### config.mk
export PLATFORM = sky130hd
export DESIGN_NAME = vga_timing_controller
export DESIGN_NICKNAME = d
export VERILOG_FILES = /design/src/rtl/vga_timing_pkg.sv /design/src/rtl/vga_axis_counter.sv /design/src/rtl/vga_timing_controller.sv
export SDC_FILE = /design/constraint.sdc
export NUM_CORES = 1
export LEC_CHECK = 0
export ABC_AREA = 1
export CORE_MARGIN = 2
export CORE_UTILIZATION = 55
export CTS_BUF_LIST = sky130_fd_sc_hd__clkbuf_4
export DETAILED_ROUTE_END_ITERATION = 8
export PLACE_DENSITY_LB_ADDON = 0.05
export SETUP_SLACK_MARGIN = 0.4
export SLEW_MARGIN = 10
export SYNTH_ARGS = -nofsm -noshare
export SYNTH_HDL_FRONTEND = slang
export SYNTH_SLANG_ARGS = --single-unit
### constraint.sdc
create_clock -name clk -period 4.14 [get_ports clk]
set_clock_uncertainty 0.05 [all_clocks]
set_input_delay 0.828 -clock clk [delete_from_list [all_inputs] [get_ports clk]]
set_output_delay 0.828 -clock clk [all_outputs]
set_load 0.02 [all_outputs]
### src/rtl/vga_timing_pkg.sv
// Shared 640x480@60 timing constants and grant-FSM state type for the VGA timing slice.
package vga_timing_pkg;

  localparam int unsigned H_ACTIVE = 640;
  localparam int unsigned H_FP     = 16;
  localparam int unsigned H_SYNC   = 96;
  localparam int unsigned H_BP     = 48;
  localparam int unsigned H_TOTAL  = H_ACTIVE + H_FP + H_SYNC + H_BP;

  localparam int unsigned V_ACTIVE = 480;
  localparam int unsigned V_FP     = 10;
  localparam int unsigned V_SYNC   = 2;
  localparam int unsigned V_BP     = 33;
  localparam int unsigned V_TOTAL  = V_ACTIVE + V_FP + V_SYNC + V_BP;

  localparam int unsigned H_SYNC_START = H_ACTIVE + H_FP;
  localparam int unsigned H_SYNC_END   = H_SYNC_START + H_SYNC;
  localparam int unsigned V_SYNC_START = V_ACTIVE + V_FP;
  localparam int unsigned V_SYNC_END   = V_SYNC_START + V_SYNC;

  typedef enum logic {
    IDLE,
    GRANT
  } grant_state_t;

endpackage

### src/rtl/vga_axis_counter.sv
// Wrapping position counter for one display axis; wrap flags the enabled terminal-count edge.
module vga_axis_counter #(
  parameter int unsigned TOTAL = 800
) (
  input  logic       clk,
  input  logic       reset,
  input  logic       en,
  output logic [9:0] count,
  output logic       wrap
);

  assign wrap = en && (count == 10'(TOTAL - 1));

  always_ff @(posedge clk) begin
    if (reset) begin
      count <= '0;
    end else if (en) begin
      count <= wrap ? '0 : count + 10'd1;
    end
  end

endmodule

### src/rtl/vga_timing_controller.sv
// VGA 640x480@60 timing generator with vblank-only update grant.
// Optional frame_count output enabled by defining VGA_FRAME_COUNT_EN.
module vga_timing_controller
  import vga_timing_pkg::*;
(
  input  logic       clk,
  input  logic       reset,
  input  logic       pix_en,
  input  logic       upd_req,
  output logic       upd_grant,
  output logic [9:0] h_count,
  output logic [9:0] v_count,
  output logic       hsync,
  output logic       vsync,
  output logic       video_on,
  output logic       frame_start
`ifdef VGA_FRAME_COUNT_EN
  ,
  output logic [7:0] frame_count
`endif
);

  logic         h_wrap;
  logic         v_wrap;
  logic [9:0]   h_next;
  logic [9:0]   v_next;
  logic         close;
  grant_state_t state;
  grant_state_t state_next;

  vga_axis_counter #(.TOTAL(H_TOTAL)) u_h_counter (
    .clk   (clk),
    .reset (reset),
    .en    (pix_en),
    .count (h_count),
    .wrap  (h_wrap)
  );

  vga_axis_counter #(.TOTAL(V_TOTAL)) u_v_counter (
    .clk   (clk),
    .reset (reset),
    .en    (h_wrap),
    .count (v_count),
    .wrap  (v_wrap)
  );

  // Mirror the counters' next values so the sync decode lands on the same edge.
  always_comb begin
    h_next = h_count;
    v_next = v_count;
    if (pix_en) begin
      h_next = h_wrap ? '0 : h_count + 10'd1;
      if (h_wrap) begin
        v_next = v_wrap ? '0 : v_count + 10'd1;
      end
    end
  end

  always_ff @(posedge clk) begin
    if (reset) begin
      hsync       <= 1'b1;
      vsync       <= 1'b1;
      video_on    <= 1'b1;
      frame_start <= 1'b0;
    end else begin
      frame_start <= v_wrap;
      if (pix_en) begin
        hsync    <= !((h_next >= 10'(H_SYNC_START)) && (h_next < 10'(H_SYNC_END)));
        vsync    <= !((v_next >= 10'(V_SYNC_START)) && (v_next < 10'(V_SYNC_END)));
        video_on <= (h_next < 10'(H_ACTIVE)) && (v_next < 10'(V_ACTIVE));
      end
    end
  end

`ifdef VGA_FRAME_COUNT_EN
  always_ff @(posedge clk) begin
    if (reset) begin
      frame_count <= '0;
    end else if (v_wrap) begin
      frame_count <= frame_count + 8'd1;
    end
  end
`endif

  // Counters are about to step onto (0, V_TOTAL-1): the grant must be gone by then.
  assign close = h_wrap && (v_count == 10'(V_TOTAL - 2));

  always_ff @(posedge clk) begin
    if (reset) begin
      state <= IDLE;
    end else begin
      state <= state_next;
    end
  end

  always_comb begin
    state_next = state;
    case (state)
      IDLE: begin
        if (upd_req && (v_count >= 10'(V_ACTIVE)) && (v_count < 10'(V_TOTAL - 1)) && !close) begin
          state_next = GRANT;
        end
      end
      GRANT: begin
        if (!upd_req || close) begin
          state_next = IDLE;
        end
      end
      default: state_next = IDLE;
    endcase
  end

  assign upd_grant = (state == GRANT);

endmodule
* After elaboration in Yosys (flattened, before gate mapping) *
Cells that the tools add are included.

operators by class
  equal/unequal tests = 3
  add/subtract/negate cells = 2
  muxes and demuxes = 8
  $lt $le $gt $ge = 8
  bitwise operators = 1
  reduce and logical (&&, ||, !) cells = 14

operators by type and width
  operator                 count
  $mux W10                 5
  $eq A10 B10 Y1 const B   3
  $lt A10 B10 Y1 const B   3
  $add A10 B1 Y10 const B  2
  $ge A10 B9 Y1 const B    2
  $lt A10 B9 Y1 const B    2
  $ge A10 B10 Y1 const B   1
  $logic_and A1 B1 Y1      9
  $logic_not A1 Y1         4
  $mux W1                  2
  $pmux W1 S2              1
  $logic_or A1 B1 Y1       1
  $not A1 Y1               1

word-level totals
  bits in registers = 25
  logic and storage cells = 43
  output and inout bits = 25

* Depth between registers and ports, before layout *
Gate-level depths: netlist of the first run.

  depth after elaboration = 9
  gate-level depth with buffers = 13
  gate-level depth less buffers = 13

* By module *
A second synthesis of the first run with hierarchy kept.

second synthesis, totals
  cells, all modules = 292
  area, all modules = 1851.8 µm²

by module, submodules not included
  module                           cells each  area each (µm²)  times used  sequential area each (µm²)
  vga_timing_controller            144         779.5            1           100.1
  vga_axis_counter at u_v_counter  76          540.5            1           200.2
  vga_axis_counter at u_h_counter  72          531.8            1           200.2

* Worst setup path before layout of the first run *
Ideal clock, no wire load.

  path kind = input to register
  from = in pix_en
  to = reg hsync
  required time = 4.034 ns
  data arrival time = 1.876 ns
  setup time = 0.056 ns
  setup slack = 2.158 ns
  cell stages on the path = 10
  cells stage by stage = buf_2 -> inv_2 -> nor2_1 -> nand2_1 -> xor2_1 -> nand2_1 -> or2_0 -> nand4_1 -> nand2_1 -> inv_1

between the ends
  word-level cells in the longest chain between the ends = 6
  elaborated cells between the ends (all ways) = 7
  those cells by class = order compare: 2; mux: 2; reduce/logical: 3

ends and longest elaborated chain
  element                                           RTL line                     RTL
  start: declaration                                vga_timing_controller.sv:8   input logic pix_en,
  $logic_and A1 B1 Y1                               vga_axis_counter.sv:12       assign wrap = en && (count == 10'(TOTAL - 1));
  $mux W10                                          vga_timing_controller.sv:52  h_next = h_wrap ? '0 : h_count + 10'd1;
  $mux W10                                          --
  $ge A10 B10 Y1 or $lt A10 B10 Y1 (tied branches)  vga_timing_controller.sv:68  hsync <= !((h_next >= 10'(H_SYNC_START)) && (h_next < 10'(H_SYNC_END)));
  $logic_and A1 B1 Y1                               vga_timing_controller.sv:68
  $logic_not A1 Y1                                  vga_timing_controller.sv:68
  end signal: assignment                            vga_timing_controller.sv:68
  end: declaration                                  vga_timing_controller.sv:13  output logic hsync,

Several ways; a longest one is shown, not always the timed one.
A chain may end at the register's enable or synchronous reset.

* Final worst setup path of the first run *
  from = in pix_en
  to = reg vsync

between the ends
  word-level cells in the longest chain between the ends = 8
  elaborated cells between the ends (all ways) = 9
  those cells by class = order compare: 2; mux: 3; reduce/logical: 4

ends and longest elaborated chain
  element                                         RTL line                     RTL
  $logic_and A1 B1 Y1 (2 in a row)                vga_axis_counter.sv:12
  $mux W10                                        vga_timing_controller.sv:54  v_next = v_wrap ? '0 : v_count + 10'd1;
  $mux W10                                        --
  $mux W10                                        vga_timing_controller.sv:51  if (pix_en) begin
  $ge A10 B9 Y1 or $lt A10 B9 Y1 (tied branches)  vga_timing_controller.sv:69  vsync <= !((v_next >= 10'(V_SYNC_START)) && (v_next < 10'(V_SYNC_END)));
  $logic_and A1 B1 Y1                             vga_timing_controller.sv:69
  $logic_not A1 Y1                                vga_timing_controller.sv:69
  end signal: assignment                          vga_timing_controller.sv:69
  end: declaration                                vga_timing_controller.sv:14  output logic vsync,

Several ways; a longest one is shown, not always the timed one.

==> results of run 1 <==
## cells in the final DEF, fill, tap and decap left out, drive strengths merged, types with 2 or more instances in the layout
cell	count
clkdlybuf4s50	28
nand2	67
clkbuf	3
nand4	10
ha	3
nor3	9
or2	2
dfxtp	25
clkinv	3
xnor2	2
nor2	41
o21ai	6
a21oi	7
nand3	20
inv	39
## cell families after synthesis
group           share of synthesized area (%)
buf+inv                                 11.01
fa+ha+maj                               2.465
flops                                   32.87
compound gates                          5.669
xor+xnor                                1.726
simple gates                            46.26
## worst register-to-register path, stage by stage (launching register included)
cell and delay [ps]:
dfxtp_1 420, ha_1 210, nand2_1 120, nor2_4 150, nand3_1 130, nor2_1 110
nand2_1 50, nand3_1 130, and2_1 150, nand4_1 120, nand2_1 90, inv_1 40
## Yosys cell counts, drive strengths merged, types with 3 or more instances
| cell | number |
|---|---|
| nor3 | 9 |
| ha | 3 |
| nand3 | 20 |
| inv | 39 |
| nor2 | 41 |
| nand2 | 67 |
| o21ai | 6 |
| nand4 | 10 |
| dfxtp | 25 |
| a21oi | 7 |
## final cells by class
type                    instances  area (um^2)
multi-input cells             171        854.6
fillers                       252        829.5
flip-flops and latches         25        500.5
repair buffers                 28        280.3
inverters                      41        155.1
well taps                      31        38.79
clock buffers                   3        22.52
clock inverters                 1        5.005
## metrics by stage
step | total power [mW] | util [%] | std cells | instance area (um^2) | hold slack (ps)
2_1_floorplan | 0.2630 | - | 240 | 1523 | 510.8
3_3_place_gp | 0.2726 | 68.10 | 296 | 1829 | 415.0
3_5_place_dp | 0.2727 | 68.10 | 296 | 1829 | 431.8
4_1_cts | 0.3905 | 69.12 | 300 | 1857 | 480.9
5_1_grt | 0.3995 | 69.12 | 300 | 1857 | 494.9
6_report | 0.3862 | 69.12 | 300 | 1857 | 472.9
## where the power goes
group | switching (mW) | internal [mW]
sequential | 0.00242 | 0.243
clock | 0.0821 | 0.0364
combinational | 0.0132 | 0.00921
total | 0.0977 | 0.289
## state kept, by name, summed over array words and instances, names as in the netlist
| signal | cells |
|---|---|
| frame_start | 1 |
| hsync | 1 |
| u_h_counter.count | 10 |
| u_v_counter.count | 10 |
| upd_grant | 1 |
| video_on | 1 |
| vsync | 1 |
## final timing paths
kind / startpoint / end / slack (ps)
max reg2reg: u_h_counter.count[0] / hsync / 2300
max: pix_en / vsync / 1740
min reg2reg: vsync / vsync / 470
min: vsync / vsync / 470
## layer usage
metal  vias to the layer above  GRT usage, %
met4                         0         8.163
li1                        814             -
met5                         -             0
met2                        54         32.23
met3                         5         2.074
met1                       705         36.80
==> flow_metrics.env, run 1 <==
export IMPL_status="complete, no violations"
export IMPL_endpoint_kind="flop"
export IMPL_min_period_over_period_pct=57.95
export IMPL_synth_edff_count=0
export IMPL_cts_resized=0
export IMPL_worstPathCellList="clkdlybuf4s50_1, nand2_1, inv_1, nand3_4, inv_2, nand2_4, o21ai_2, nand2_1, nor2_1, nand3_1, nor2_1, nor2_1"
export IMPL_place_congestion=0.8707
export IMPL_place_hpwl_um=2723
export IMPL_max_clock_freq_mhz=416.8
export IMPL_ys_flop_type="dfxtp_1"
export IMPL_async_reset_ff_share_pct=0
export IMPL_num_vias=1578
export IMPL_critPathTopFamily="buffers and inverters"
export IMPL_ant_nets=0
export IMPL_required_ps=4350
export IMPL_dieArea_um2=3205
export IMPL_grt_overflow_total=0
export IMPL_viasPerCell=5.260
export IMPL_slew_violations=0
export IMPL_synth_cells=240
export IMPL_grt_pass1_vias=1278
export IMPL_dr_wl_met3_um=231
export IMPL_path_clk_slew_ps=150
export IMPL_maxCapViolations=0
export IMPL_grt_max_degree=22
export IMPL_finalCriticalPeriod_ps=2399
export IMPL_syn_nets=247
export IMPL_dieWidth_um=56.62
export IMPL_cts_buffer_depth=2
export IMPL_fin_tns_setup_ps=0
export IMPL_cts_setup_buffers=0
export IMPL_p_leak_nw=0.8874
export IMPL_yosysWarnings=0
export IMPL_yosysTopAreaCell="dfxtp_1"
export IMPL_cts_root_buffer="clkbuf_4"
export IMPL_final_nets=277
export IMPL_crit_slowest_cell="clkdlybuf4s50_1"
export IMPL_ctsHoldBuffers=0
export IMPL_cts_made_buffers=3
export IMPL_totalWireLength_um=3576
export IMPL_track_usage_pct=23.18
export IMPL_critPathMaxStageDelay_ps=720
export IMPL_synth_top_area_share_pct=32.87
export IMPL_wl_met1_um=1791
export IMPL_rsz0062_at_grt="false"
export IMPL_reg2regPathDepth=11
export IMPL_area_growth_pct=21.94
export IMPL_row_count=19
export IMPL_holdPathStages=2
export IMPL_ys_types=33
export IMPL_ir_drop_v=0.0002196
export IMPL_drc=0
export IMPL_coreArea_um2=2686
export IMPL_setup_slack_ps=1741
export IMPL_syn_area_um2=1523
export IMPL_crit_path_max_fanout=11
export IMPL_wire_per_inst_um=11.92
export IMPL_preCtsSetupSlack_ps=1380
export IMPL_initial_utilization_pct=56.68
export IMPL_cp_depth=12
export IMPL_critPathArrivalTime_ps=2610
export IMPL_ys_ff_latch=25
export IMPL_cts_tree="yes"
export IMPL_slew_headroom_pct=48.67
export IMPL_worst_pin_slew_ps=767.5
export IMPL_drt_pass1_iter_count=4
export IMPL_synth_seq_area_share_pct=32.87
export IMPL_start_kind="input port"
export IMPL_clk_latency_ps=340
export IMPL_numPortBuffers=28
export IMPL_hold_viol=0
export IMPL_highest_layer="met4"
export IMPL_ys_top_cells_by_area="dfxtp_1, nand2_1, nor2_1, inv_1, nand3_1"
export IMPL_antennaDiodeCount=0
export IMPL_dr_first_iter_drc_count=61
export IMPL_ios=29
export IMPL_htreeDepth=1
export IMPL_drive_above_1_share_pct=8.178
export IMPL_powerDensity_nw_per_um2=208.0
export IMPL_syn_area_per_cell_um2=6.345
export IMPL_cts_sinks=25
export IMPL_path_buf_inv=3
export IMPL_antenna_found_initial=0
export IMPL_path_class="in2reg"
export IMPL_finalSetupViolCount=0
export IMPL_route_met2_wl_um=1498
export IMPL_cp_common_cell="nor2_1"
export IMPL_dieHeight_um=56.62
export IMPL_hp_class="reg2reg"
export IMPL_grt_pass1_wl_um=5858
No activity file was read; power rests on OpenSTA's default activity.
==> run 2, diff against run 1 <==
CORE_UTILIZATION = 48   (was 55)
clock period = 2 ns   (was 4.14 ns; I/O delays follow)
==> flow_metrics.env, run 2 (synthesis results as in run 1) <==
export IMPL_r2r_end="hsync"
export IMPL_antennaDiodeCount=0
export IMPL_dieArea_um2=3639
export IMPL_coreArea_um2=3028
export IMPL_cts_buffer_depth=2
export IMPL_path_class="reg2reg"
export IMPL_totalWireLength_um=4048
export IMPL_ir_drop_v=0.0003527
export IMPL_hold_viol=0
export IMPL_place_congestion=0.8418
export IMPL_intPower_mw=0.6033
export IMPL_required_ps=2230
export IMPL_fillers=246
export IMPL_endpoint_kind="flop"
export IMPL_numPortBuffers=28
export IMPL_p_leak_nw=1.216
export IMPL_postLayoutCoreUtil_pct=74.63
export IMPL_combPwrFrac_pct=8.4
export IMPL_htreeDepth=1
export IMPL_hold_end="u_v_counter.count[0]"
export IMPL_num_vias=1685
export IMPL_maxCapViolations=0
export IMPL_cts_root_buffer="clkbuf_4"
export IMPL_min_period_over_period_pct=84.27
export IMPL_min_from="u_v_counter.count[0]"
export IMPL_switching_share_pct=25.81
export IMPL_mostFrequentLayoutCell="nand2_1"
export IMPL_grt_overflow_total=0
export IMPL_area_growth_pct=48.40
export IMPL_initial_utilization_pct=50.29
export IMPL_path_clk_slew_ps=150
export IMPL_holdPathStages=2
export IMPL_rr_startpoint="u_h_counter.count[0]"
export IMPL_finalSetupViolCount=0
export IMPL_slew_headroom_pct=83.62
export IMPL_antenna_found_initial=0
export IMPL_final_nets=311
export IMPL_place_hpwl_um=2861
export IMPL_clk_latency_ps=320
export IMPL_cts_tree="yes"
export IMPL_ctsHoldBuffers=0
export IMPL_p_switching_mw=0.2099
export IMPL_slew_violations=0
export IMPL_grt_pass1_vias=1409
export IMPL_crit_path_max_fanout=3
export IMPL_most_common_layout_cells="nand2_1, nor2_1, inv_1, buf_4, dlygate4sd2_1"
export IMPL_dieWidth_um=60.33
export IMPL_start_kind="flop"
export IMPL_rsz0062_at_grt="true"
export IMPL_drive_above_1_share_pct=32.34
export IMPL_ant_nets=0
export IMPL_finalCriticalPeriod_ps=1685
export IMPL_seq_power_share_pct=62.0
export IMPL_reg2regPathDepth=11
export IMPL_clock_power_share_pct=29.6
export IMPL_drc=0
export IMPL_wire_per_inst_um=11.67
export IMPL_grt_pass1_wl_um=6492
export IMPL_powerDensity_nw_per_um2=359.9
export IMPL_track_usage_pct=23.35
export IMPL_reg2reg_slack_ps=310
export IMPL_fin_tns_setup_ps=0
export IMPL_row_count=20
export IMPL_top_regs="u_h_counter.count (10), u_v_counter.count (10)"
export IMPL_dieHeight_um=60.33
export IMPL_cts_made_buffers=3
export IMPL_status="complete, no violations"
export IMPL_max_clock_freq_mhz=593.3
export IMPL_viasPerCell=4.856
export IMPL_dr_first_iter_drc_count=67
export IMPL_ios=29
export IMPL_cts_sinks=25
export IMPL_drt_pass1_iter_count=4
export IMPL_worst_pin_slew_ps=244.4
export IMPL_hp_class="reg2reg"
export IMPL_critPathArrivalTime_ps=1920
export IMPL_grt_max_degree=19
run 2: worst max path at each step:
stage,startpoint,end,slack (ps)
after global placement,pix_en,vsync,-160
after CTS,u_h_counter.count[3],vsync,320
after floorplan,u_h_counter.count[4],vsync,410
after global routing,u_v_counter.count[0],vsync,190
final,u_h_counter.count[0],hsync,310
after detailed placement,pix_en,vsync,-190
run 2: worst max-delay path, stage by stage, from the launching register on:
cell and delay, ps:
dfxtp_4 400, ha_4 160, buf_6 100, nand2_4 60
nor2_4 90, nand2_2 70, xor2_2 240, nand2_1 80
or2_0 220, nand4_1 90, nand2_1 50, inv_1 40
run 2: stage by stage:
step / hold slack, ps / power (mW) / instances / area, um^2 / worst slack [ps]
floorplan: 450.1 / 0.5444 / 240 / 1536 / 409.4
global placement: 419.6 / 0.5758 / 330 / 2017 / -165.0
detailed placement: 428.2 / 0.5760 / 330 / 2017 / -186.0
CTS: 447.0 / 0.8150 / 343 / 2160 / 315.9
global route: 469.8 / 0.8436 / 347 / 2260 / 191.5
finish: 444.3 / 0.8132 / 347 / 2260 / 314.6
run 2: area by class of cell:
class | count | area (um^2) | share of cell area [%]
clock buffers | 3 | 22.52 | 0.9967
well taps | 44 | 55.05 | 2.436
flip-flops and latches | 25 | 531.8 | 23.53
inverters | 41 | 158.9 | 7.032
multi-input cells | 171 | 979.7 | 43.36
clock inverters | 1 | 5.005 | 0.2215
repair buffers | 62 | 506.7 | 22.43
run 2: timing repair:
item	CTS	global route
setup endpoints to repair	32	20
pin swaps	12	19
buffers inserted	9	4
resized for setup	50	32
run 2: power groups by stage:
stage	combinational [mW]	clock, mW	sequential (mW)
floorplan	0.0212	0	0.523
CTS	0.0636	0.245	0.507
global route	0.0731	0.266	0.505
global placement	0.0576	0	0.518
finish	0.0680	0.241	0.504
detailed placement	0.0577	0	0.518
run 2: per-layer routing:
layer,wire length [um],GRT usage [%]
met1,2063,36.16
met2,1845,35.09
met3,117,2.597
met4,22,3.810
met5,0,0
==> RTL change, RTL diff (settings of run 2) <==
Put a register stage on the output `h_count`. The value now appears one clock later. The other outputs are not delayed to match.
--- a/src/rtl/vga_timing_controller.sv
+++ b/src/rtl/vga_timing_controller.sv
@@ -20,6 +20,8 @@
 `endif
 );
 
+  logic [9:0] h_count_d;
+
   logic         h_wrap;
   logic         v_wrap;
   logic [9:0]   h_next;
@@ -32,7 +34,7 @@
     .clk   (clk),
     .reset (reset),
     .en    (pix_en),
-    .count (h_count),
+    .count (h_count_d),
     .wrap  (h_wrap)
   );
 
@@ -46,10 +48,10 @@
 
   // Mirror the counters' next values so the sync decode lands on the same edge.
   always_comb begin
-    h_next = h_count;
+    h_next = h_count_d;
     v_next = v_count;
     if (pix_en) begin
-      h_next = h_wrap ? '0 : h_count + 10'd1;
+      h_next = h_wrap ? '0 : h_count_d + 10'd1;
       if (h_wrap) begin
         v_next = v_wrap ? '0 : v_count + 10'd1;
       end
@@ -112,4 +114,8 @@
 
   assign upd_grant = (state == GRANT);
 
+  always_ff @(posedge clk) begin
+    h_count <= h_count_d;
+  end
+
 endmodule
Check against the original RTL: not equivalent (Yosys sat finds a counterexample within 4 cycles, from zero or initial values and one cycle with reset high).
==> RTL change against run 2 <==
- hold slack got worse by 0.084 ns
- total power up 39%
- cell count is 2.6% higher
- via count increased by 3.6%
- area after synthesis increased by 13%
- sequential cell count increased by 10
- setup slack better by 0.040 ns
- routed wire length is 6.7% higher
- design area grew 7.0%
- largest cell class unchanged
==> RTL change: results (changes against run 2) <==
Setup path:
- The delay of the slowest critical-path stage is 0.37 ns (-0.03 ns).

Finish:
- The number of clock buffers in the layout is 6 (+3).
- The fraction of area in multi-input gates is 0.403 (-0.0306).
- The register area was 721 um^2 (+36%).
- The non-clock buffer total of the final layout is 57 (-8.1%).
- The final net count is 318 (+2.3%).
- The share of post-route cells with drive strength above 1 came to 0.271 (-0.0525).

Power and ir drop:
- The leakage dissipation is 1.28 nW (+5.1%).
- The worst vdd rail ir drop came to 0.426 mV (+21%).
- The fraction of power spent switching nets was 0.228 (-0.0300).

Global route:
- The global-route wire length before repair is 7040 um (+8.4%).
- The global-route usage over all layers is 0.229 (-0.00494).
- The pin count of the biggest net entering global routing is 12 (-7).

CTS:
- The clock network latency to the later pin of the worst-skew pair is 0.34 ns (+0.02 ns).
- The buffers inserted during post-CTS setup optimization was 6 (-3).

Detailed routing:
- The total wirelength of the detailed-routed design is 4320 um (+6.7%).
- The overall via count from detail_route is 1745 (+3.6%).
- The violation count after the first detailed-routing iteration was 96 (+43%).

Placed design:
- The half-perimeter wire length of the detailed placement result is 2990 um (+4.7%).
- The worst setup timing slack at the placement stage is -0.132 ns (+0.0542 ns).

Yosys:
- The share of the synthesized area in compound gates (AO/OA/AOI/OAI) came to 0.0501 (-0.00659).
- The xor-xnor portion of the synthesized cell area is 0.0153 (-0.00201).
- By count the netlist is led by 62 x nand2_1, 38 x nor2_1, 36 x inv_1.
- The net count of the mapped netlist is 257 (+4.0%).
- Yosys attributes the largest share of cell area to dfxtp_1 41%, nand2_1 14%, nor2_1 8.3%, inv_1 7.8%, nand3_1 5.2%.

Run status:
- The flow ran to the end, and the final reports show no timing, DRC or antenna violations.

Timing:
- The normalized max-slew margin was 0.758 (-0.0784).
RTL change: worst paths after layout:
kind,from,to,slack (ns),cells past startpoint
worst max register to register,u_h_counter.count[1],u_v_counter.count[3],0.35,11
worst min-delay path,u_h_counter.count[9],h_count[9],0.36,0
worst min register to register,u_h_counter.count[9],h_count[9],0.36,0
worst max-delay path,u_h_counter.count[1],u_v_counter.count[3],0.35,11
RTL change: stage by stage:
| step | hold WS, ns | total power, W | cell area, um^2 | TNS, ns | instances |
|---|---|---|---|---|---|
| after floorplan | 0.318 | 0.000752 | 1730 | 0 | 250 |
| after global placement | 0.337 | 0.000785 | 2220 | -0.231 | 343 |
| after detailed placement | 0.340 | 0.000785 | 2220 | -0.273 | 343 |
| after CTS | 0.369 | 0.00115 | 2350 | 0 | 355 |
| after global routing | 0.370 | 0.00119 | 2420 | 0 | 356 |
| final | 0.360 | 0.00113 | 2420 | 0 | 356 |
RTL change: power groups by stage:
| stage | Sequential, W | Clock [W] | Combinational, W |
|---|---|---|---|
| 3_5_place_dp | 0.000726 | 0 | 0.0000585 |
| 6_report | 0.000707 | 0.000353 | 0.0000672 |
| 3_3_place_gp | 0.000726 | 0 | 0.0000585 |
| 2_1_floorplan | 0.000731 | 0 | 0.0000211 |
| 4_1_cts | 0.000711 | 0.000371 | 0.0000645 |
| 5_1_grt | 0.000708 | 0.000408 | 0.0000736 |
RTL change: routing by layer:
layer | GRT usage | vias up | wire length [um] | share of wire
met2 | 0.322 | 61 | 1900 | 0.44
met5 | 0 | - | 0 | 0
met1 | 0.310 | 759 | 2010 | 0.47
met4 | 0.111 | 0 | 90 | 0.021
met3 | 0.0775 | 10 | 319 | 0.074
li1 | - | 915 | - | -
